===== src/rtl/dds_pkg.sv =====
// dds_pkg: shared widths, sweep FSM states and the sweep configuration bundle
// used by dds_sweep_ctrl and its phase accumulator.
package dds_pkg;

  localparam int ACC_DW = 32;
  localparam int CNT_DW = 16;

  typedef enum logic {
    IDLE = 1'b0,
    RUN  = 1'b1
  } sweep_state_t;

  typedef struct packed {
    logic [ACC_DW-1:0] start_fcw;
    logic [ACC_DW-1:0] step_fcw;
    logic [ACC_DW-1:0] phase_offset;
    logic [CNT_DW-1:0] num_steps;
    logic [CNT_DW-1:0] dwell;
    logic              rpt;
  } sweep_cfg_t;

endpackage


===== src/rtl/dds_phase_acc.sv =====
// dds_phase_acc: loadable phase accumulator, acc += fcw when enabled (mod 2^ACC_DW).
// Ports: clk_i, reset_i (sync, high), load_i/load_val_i, en_i/fcw_i, acc_o.
module dds_phase_acc #(
  parameter int ACC_DW = 32
) (
  input  logic              clk_i,
  input  logic              reset_i,
  input  logic              load_i,
  input  logic [ACC_DW-1:0] load_val_i,
  input  logic              en_i,
  input  logic [ACC_DW-1:0] fcw_i,
  output logic [ACC_DW-1:0] acc_o
);

  logic [ACC_DW-1:0] acc_q;
  logic [ACC_DW-1:0] acc_d;

  always_comb begin
    acc_d = acc_q;
    if (load_i) begin
      acc_d = load_val_i;
    end else if (en_i) begin
      acc_d = acc_q + fcw_i;
    end
  end

  always_ff @(posedge clk_i) begin
    if (reset_i) begin
      acc_q <= '0;
    end else begin
      acc_q <= acc_d;
    end
  end

  assign acc_o = acc_q;

endmodule


===== src/rtl/dds_sweep_ctrl.sv =====
// dds_sweep_ctrl: linear-chirp scheduler feeding the dds phase stream.
// Ports: clk/reset, cfg_* config write (IDLE only), start/stop, m_axis_phase_*, busy, done.
module dds_sweep_ctrl
  import dds_pkg::*;
#(
  parameter int ACC_DW   = 32,
  parameter int PHASE_DW = 16,
  parameter int CNT_DW   = 16
) (
  input  logic                clk,
  input  logic                reset,
  input  logic                cfg_valid,
  output logic                cfg_ready,
  input  logic [ACC_DW-1:0]   cfg_start_fcw,
  input  logic [ACC_DW-1:0]   cfg_step_fcw,
  input  logic [ACC_DW-1:0]   cfg_phase_offset,
  input  logic [CNT_DW-1:0]   cfg_num_steps,
  input  logic [CNT_DW-1:0]   cfg_dwell,
  input  logic                cfg_repeat,
  input  logic                start,
  input  logic                stop,
  output logic [PHASE_DW-1:0] m_axis_phase_tdata,
  output logic                m_axis_phase_tvalid,
  input  logic                m_axis_phase_tready,
  output logic                busy,
  output logic                done
);

  sweep_state_t      state_q, state_d;
  sweep_cfg_t        cfg_q, cfg_d, cfg_in;
  logic [ACC_DW-1:0] fcw_q, fcw_d;
  logic [CNT_DW-1:0] step_q, step_d;
  logic [CNT_DW-1:0] dwell_q, dwell_d;
  logic              done_q, done_d;

  logic              acc_load;
  logic              acc_en;
  logic [ACC_DW-1:0] acc;

  logic              beat;
  logic [CNT_DW-1:0] ns_m1;
  logic [CNT_DW-1:0] dw_m1;
  logic              dwell_end;
  logic              sweep_end;

  always_comb begin
    cfg_in              = '0;
    cfg_in.start_fcw    = cfg_start_fcw;
    cfg_in.step_fcw     = cfg_step_fcw;
    cfg_in.phase_offset = cfg_phase_offset;
    cfg_in.num_steps    = cfg_num_steps;
    cfg_in.dwell        = cfg_dwell;
    cfg_in.rpt          = cfg_repeat;
  end

  // Zero counts behave as one; compare against (count-1).
  assign ns_m1 = (cfg_q.num_steps == '0) ? '0
               : cfg_q.num_steps - 1'b1;
  assign dw_m1 = (cfg_q.dwell == '0) ? '0
               : cfg_q.dwell - 1'b1;

  assign beat      = (state_q == RUN) & m_axis_phase_tready;
  assign dwell_end = (dwell_q == dw_m1);
  assign sweep_end = dwell_end & (step_q == ns_m1);

  always_comb begin
    state_d  = state_q;
    cfg_d    = cfg_q;
    fcw_d    = fcw_q;
    step_d   = step_q;
    dwell_d  = dwell_q;
    done_d   = 1'b0;
    acc_load = 1'b0;
    acc_en   = 1'b0;
    unique case (state_q)
      IDLE: begin
        if (cfg_valid) begin
          cfg_d = cfg_in;
        end
        if (start) begin
          state_d  = RUN;
          acc_load = 1'b1;
          fcw_d    = cfg_d.start_fcw;
          step_d   = '0;
          dwell_d  = '0;
        end
      end
      RUN: begin
        acc_en = beat;
        if (beat) begin
          dwell_d = dwell_q + 1'b1;
          if (dwell_end) begin
            dwell_d = '0;
            fcw_d   = fcw_q + cfg_q.step_fcw;
            step_d  = step_q + 1'b1;
            if (sweep_end) begin
              if (cfg_q.rpt) begin
                // Phase-continuous restart: acc keeps running.
                fcw_d  = cfg_q.start_fcw;
                step_d = '0;
              end else begin
                state_d = IDLE;
                done_d  = 1'b1;
              end
            end
          end
        end
        if (stop) begin
          state_d = IDLE;
          done_d  = 1'b0;
        end
      end
      default: begin
        state_d = IDLE;
      end
    endcase
  end

  always_ff @(posedge clk) begin
    if (reset) begin
      state_q <= IDLE;
      cfg_q   <= '0;
      fcw_q   <= '0;
      step_q  <= '0;
      dwell_q <= '0;
      done_q  <= 1'b0;
    end else begin
      state_q <= state_d;
      cfg_q   <= cfg_d;
      fcw_q   <= fcw_d;
      step_q  <= step_d;
      dwell_q <= dwell_d;
      done_q  <= done_d;
    end
  end

  dds_phase_acc #(
    .ACC_DW(ACC_DW)
  ) u_acc (
    .clk_i      (clk),
    .reset_i    (reset),
    .load_i     (acc_load),
    .load_val_i (cfg_d.phase_offset),
    .en_i       (acc_en),
    .fcw_i      (fcw_q),
    .acc_o      (acc)
  );

  // Only the top PHASE_DW bits leave the block.
  logic unused_acc;
  assign unused_acc = &{1'b0, acc};

  assign m_axis_phase_tdata  = acc[ACC_DW-1 -: PHASE_DW];
  assign m_axis_phase_tvalid = (state_q == RUN);
  assign busy                = (state_q == RUN);
  assign cfg_ready           = (state_q == IDLE);
  assign done                = done_q;

endmodule

===== config.mk =====
export PLATFORM = sky130hd
export DESIGN_NAME = dds_sweep_ctrl
export DESIGN_NICKNAME = d
export VERILOG_FILES = /design/src/rtl/dds_pkg.sv /design/src/rtl/dds_phase_acc.sv /design/src/rtl/dds_sweep_ctrl.sv
export SDC_FILE = /design/constraint.sdc
export NUM_CORES = 1
export LEC_CHECK = 0
export CORE_UTILIZATION = 30
export CTS_CLUSTER_DIAMETER = 200
export DETAILED_ROUTE_END_ITERATION = 10
export GPL_TIMING_DRIVEN = 0
export MAX_ROUTING_LAYER = met4
export PLACE_DENSITY = 0.46
export SYNTH_ARGS = -nofsm -noshare
export SYNTH_HDL_FRONTEND = slang
export SYNTH_HIERARCHICAL = 1
export SYNTH_SLANG_ARGS = --single-unit
export TNS_END_PERCENT = 1

===== constraint.sdc =====
create_clock -name clk -period 9.59 [get_ports clk]
set_input_delay 1.918 -clock clk [delete_from_list [all_inputs] [get_ports clk]]
set_output_delay 1.918 -clock clk [all_outputs]
set_load 0.01 [all_outputs]

# ---- After elaboration in Yosys (flattened, before gate mapping)
# Index checks and enable logic that the tools add are counted.
dict set report word_totals {
  register_bits 227
  in_bits 135
  out_inout_bits 20
}
dict set report classes {
  add_sub_neg 6
  n_eq_ne 5
  mux 31
  n_bitwise 6
  n_reduce_logical 7
}
# operator count
set op_table {}
lappend op_table {{32-bit two-way mux} 7}
lappend op_table {{16-bit two-way mux} 9}
lappend op_table {{129-bit two-way mux} 1}
lappend op_table {{65-bit two-way mux} 1}
lappend op_table {{32-bit adder} 2}
lappend op_table {{16-bit one-hot mux with 2 select lines} 2}
lappend op_table {{32-bit one-hot mux with 2 select lines} 1}
lappend op_table {{16-bit by 1-bit adder with 16-bit output, second input constant} 2}
lappend op_table {{16-bit == test} 2}
lappend op_table {{16-bit logical NOT} 2}
lappend op_table {{16-bit by 1-bit subtractor with 16-bit output, second input constant} 2}
lappend op_table {{1-bit two-way mux} 9}
lappend op_table {{2-bit by 1-bit != test with 1-bit output, second input constant} 3}
lappend op_table {{6-bit OR reduction} 1}
lappend op_table {{1-bit NOT} 4}
lappend op_table {{2-bit AND reduction} 2}
lappend op_table {{3-bit AND reduction} 1}
lappend op_table {{1-bit bitwise AND} 2}
lappend op_table {{1-bit one-hot mux with 2 select lines} 1}
lappend op_table {{2-bit nonzero test} 1}

# ---- Logic depth before layout (Yosys ltp)
dict set report depth {
  ltp_word 9
  depth_mapped 16
  ltp_nobuf 13
}

# ---- Cells and area by module
# Netlist, hierarchy kept.
# mod n_inst cells_each area_each_um2 seq_area_each_um2
set by_module_without_submodules {}
lappend by_module_without_submodules {dds_sweep_ctrl 1 1477 11187.0 3903.7}
lappend by_module_without_submodules {dds_phase_acc 1 447 3323.2 640.6}

# ---- Worst setup path after synthesis
# OpenSTA, ideal clock, no wires.
dict set report synth_timing {
  kind {register -> register}
  startpoint {register cfg_q[1] (netlist bit)}
  endpoint {register fcw_q[10]}
  setup_time_ns 0.127
  t_arrival_ns 3.487
  required_ns 9.463
  setup_slack_ns 5.975
  stages_incl_launch_ff 16
  path_buffers 3
  synth_period_minus_slack_ns 3.615
  cell_sequence {dfxtp_1 clkbuf_1 inv_1 ha_1 or4b_2 or4_1 buf_2 a31oi_1 a31o_2 nand4b_2 nor4_4 a31oi_1 and2_1 buf_2 a221oi_1 o21ai_1}
}
dict set report synth_via {
  elab_chain_len 8
}
# item line_no
set synth_rtl {}
lappend synth_rtl {{start, declared} dds_sweep_ctrl.sv:30} ;# sweep_cfg_t cfg_q, cfg_d, cfg_in;
lappend synth_rtl {{start signal, assigned} dds_sweep_ctrl.sv:129} ;# cfg_q <= cfg_d;
lappend synth_rtl {{16-bit by 1-bit subtractor with 16-bit output / 16-bit logical NOT (equally long branches)} {dds_sweep_ctrl.sv:60, dds_sweep_ctrl.sv:59}}
lappend synth_rtl {{16-bit two-way mux *} dds_sweep_ctrl.sv:59} ;# assign dw_m1 = (cfg_q.dwell == '0) ? '0
lappend synth_rtl {{16-bit == test *} dds_sweep_ctrl.sv:63} ;# assign dwell_end = (dwell_q == dw_m1);
lappend synth_rtl {{1-bit bitwise AND} dds_sweep_ctrl.sv:64} ;# assign sweep_end = dwell_end & (step_q == ns_m1);
lappend synth_rtl {{32-bit two-way mux} dds_sweep_ctrl.sv:96} ;# if (sweep_end) begin
lappend synth_rtl {{32-bit two-way mux} dds_sweep_ctrl.sv:92} ;# if (dwell_end) begin
lappend synth_rtl {{32-bit two-way mux} dds_sweep_ctrl.sv:90} ;# if (beat) begin
lappend synth_rtl {{32-bit one-hot mux with 2 select lines} dds_sweep_ctrl.sv:75} ;# unique case (state_q)
lappend synth_rtl {{end signal, assigned} dds_sweep_ctrl.sv:130} ;# fcw_q <= fcw_d;
lappend synth_rtl {{end, declared} dds_sweep_ctrl.sv:31} ;# logic [ACC_DW-1:0] fcw_q, fcw_d;
# Mark *: on every way between the ends. The rest lies on a longest branch, timed or not. The select of a mux whose other input is x is not followed.
# A chain may end at the register's enable or synchronous reset.

# ---- Worst setup path in the final report
dict set report layout_timing {
  startpoint {register cfg_q[1] (netlist bit)}
  endpoint {register fcw_q[26]}
}
# Same word-level chain as after synthesis.

==> impl_metrics.csv <==
group,metric,value,unit
status,status,"finished clean",
hold_path,min_path_type,"reg2reg",
placement,finalWeightedCongestion,0.9183,
floorplan,die_area,49250,sq um
synthesis,synth_cells,1924,
clock_network,cts_htree_levels,1,
pwr,power,2.795,mW
synthesis,synthAdderAreaFrac,0.05967,
synthesis,synth_top_family_by_area,"simple AND/OR/NAND/NOR gates",
synthesis,syn-num-nets,2127,
sta,hold_viol,0,
clock_network,clk_root_buffer_cell,"clkbuf_16",
global_route,use_met1,0.2760,
synthesis,mappedNetlistArea,14510,sq um
synthesis,synth_warnings,6,
synthesis,ys_seq_area_frac,0.3132,
sta,fin_crit_sh,0.4844,
sta,fin_setup_tns,0,ns
critical_path,r2r_setup_slack,4.94,ns
synthesis,yosys.area.top_type_share,0.3132,
critical_path,critPathKind,"reg2reg",
clock_network,holdBufCountCts,0,
synthesis,synth_compound_gate_area_share,0.2269,
critical_path,required,10.09,ns
clock_network,numCtsBuffers,30,
floorplan,core_region_area,47750,sq um
synthesis,synth-xor-area-share,0.05251,
synthesis,ys_ff_latch,227,
clock_network,cts.repair.resized,0,
global_route,grt_pass1_vias,14114,
synthesis,synth_edf_count,0,
cells_and_area,area_delta_synth_final,23.03,%
synthesis,synth_top_cells_by_area,"dfxtp_1 (31%), nand2_1 (10%), a21oi_1 (9.0%)",
cells_and_area,final_common_cell,"nand2_1",
placement,io_buffers,153,
routing,drc,0,
cells_and_area,layout_common_cells,"nand2_1 (385), a21oi_1 (261), dfxtp_1 (227), clkdlybuf4s50_1 (153), nor2_1 (123)",
synthesis,synthMuxAreaShare,0.05088,
clock_network,cts_buffer_depth,3,
global_route,grt_pass1_wl,82.52,mm
sta,tightest_slew,1.121,ns
pwr,p_per_area,156.6,nW/um^2
sta,fmax,215.3,MHz
clock_network,clock-sinks,227,
synthesis,ys_async_sr_fraction,0,
cells_and_area,drive_above_1_share,0.05300,
critical_path,arrival,5.14,ns
clock_network,clkLatencyLatePin,0.59,ns
sta,final.min_clock_period,4.645,ns
sta,maxSlewHeadroom,0.2528,
clock_network,path_clk_slew,0.06,ns
sta,setup_viol,0,
global_route,grt_max_degree,15,
floorplan,fp.dieH,221.9,um
run,drv_cap,0,
critical_path,crit_path_start_kind,"flip-flop",
pwr,max-vdd-ir-drop,0.0001063,V
routing,wl_per_cell,19.47,um
global_route,grt_use_met3,0.02650,
floorplan,start_util,0.3039,
global_route,grt.total_usage,0.2202,
routing,dr.pass1.iters,6,
synthesis,yosysTopAreaCell,"dfxtp_1",
sta,slew_violations,0,
cells_and_area,nNetsFinal,2312,
pwr,leakage,7.232,nW
routing,wl,53.49,mm
placement,dpl.hpwl,41.97,mm
synthesis,synth_cell_type_count,86,
floorplan,io_pins,155,
floorplan,dieWidth,221.9,um
synthesis,synth-simple-area-share,0.2520,
routing,ant_nets,0,
synthesis,ys.flop_type,"dfxtp_1",
clock_network,cts_tree,"done",
global_route,use_met2,0.3668,
global_route,busiest_layer,"met2",
global_route,antenna_found_initial,1,
critical_path,end_kind,"flip-flop",
routing,num_vias,14651,
sta,grt_setup_unrepaired,"no",
cells_and_area,fillers,5038,
floorplan,rows,80,
routing,vias_per_cell,5.332,
synthesis,synth.avg_cell_area,7.542,sq um
global_route,grt_overflow,0,
clock_network,post_cts_buffers,0,
routing,drtIter0Drc,848,
critical_path,critical_path.max_fanout,10,
sta,finClkSkew,0.02733,ns
-- metal layers --
metal  wire [um]  vias up  share of wire
li1            -     7274              -
met1       24520     6944           0.46
met2       25070      344           0.47
met3        2092       89          0.039
met4        1814        0          0.034
met5           0        -              0
-- power by group --
| part | leakage, nW | switching (mW) | total (mW) | internal (mW) |
|---|---|---|---|---|
| clock | 0.506 | 0.450 | 1.18 | 0.729 |
| combinational | 4.87 | 0.337 | 0.568 | 0.232 |
| sequential | 1.86 | 0.0530 | 1.05 | 0.995 |
| total | 7.23 | 0.840 | 2.79 | 1.96 |
-- cells by family (layout without fill, tap and decap cells) --
| kind of cell | Yosys count | count (layout) |
|---|---|---|
| mux | 73 | 73 |
| flops | 227 | 227 |
| other cells | 0 | 1 |
| fa+ha+maj | 68 | 68 |
| xor+xnor | 87 | 87 |
| compound gates | 532 | 532 |
| simple gates | 778 | 778 |
| buf+inv | 159 | 367 |
-- through the flow --
step / cell area (sq um) / hold slack, ns / instances / setup slack, ns / utilization
after global placement: 16810 / 0.4510 / 2692 / 4.643 / 0.3521
final: 17850 / 0.4622 / 2748 / 4.945 / 0.3739
after floorplan: 14510 / 0.4406 / 1924 / 5.975 / -
after global routing: 17850 / 0.4812 / 2748 / 4.536 / 0.3739
after detailed placement: 16810 / 0.4558 / 2692 / 4.757 / 0.3521
after CTS: 17850 / 0.4633 / 2747 / 4.912 / 0.3738
-- state kept, by name, indices dropped and copies added (netlist names) --
| name | cells |
|---|---|
| busy | 1 |
| dwell_q | 16 |
| done | 1 |
| step_q | 16 |
| u_acc/acc_o | 32 |
| cfg_q | 129 |
| fcw_q | 32 |
-- layout make-up --
class	count	area (sq um)	area share
antenna	1	2.502	0.0001402
buffer	126	529.3	0.02965
clock buffer	46	912.1	0.05109
clock inverter	9	125.1	0.007009
inverter	33	123.9	0.006939
multi-input combinational	1538	9314	0.5217
sequential	227	4544	0.2546
tap	615	769.5	0.04310
timing repair buffer	153	1531	0.08579
-- Yosys cell counts (9+ instances only) --
cell        n
a211oi_1   15
a21o_1     28
a21oi_1   261
a221oi_1    9
a311oi_1   15
a31oi_1    17
and3_1     31
buf_2      14
clkbuf_1   98
dfxtp_1   227
ha_1       66
inv_1      32
mux2i_1    67
nand2_1   385
nand2b_1   23
nand3_1    35
nand4_1    33
nor2_1    123
nor2b_1    20
nor3_1     32
nor4_1     17
o211ai_1    9
o21ai_0    73
o22ai_1    12
o31ai_1    10
or3_1      18
or4_1      12
xnor2_1    45
xor2_1     42
-- worst paths after layout --
check / startpoint / end / cells after the start
setup / recovery: cfg_q[1] / fcw_q[26] / 14
hold / removal: cfg_q[57] / cfg_q[57] / 2
setup reg to reg: cfg_q[1] / fcw_q[26] / 14
hold reg to reg: cfg_q[57] / cfg_q[57] / 2
-- worst max-delay path, stage by stage, from the launching register on --
cell	delay, ns
dfxtp_1	0.29
clkbuf_1	0.20
inv_1	0.10
ha_1	0.24
or4b_2	0.67
or4_1	0.41
buf_2	0.17
or3_1	0.31
o31ai_1	0.07
o21ai_1	0.15
nor2_2	0.41
nor4bb_1	0.54
nand3_1	0.41
clkbuf_1	0.37
o21ai_0	0.24
(Power assumes the default switching activity.)
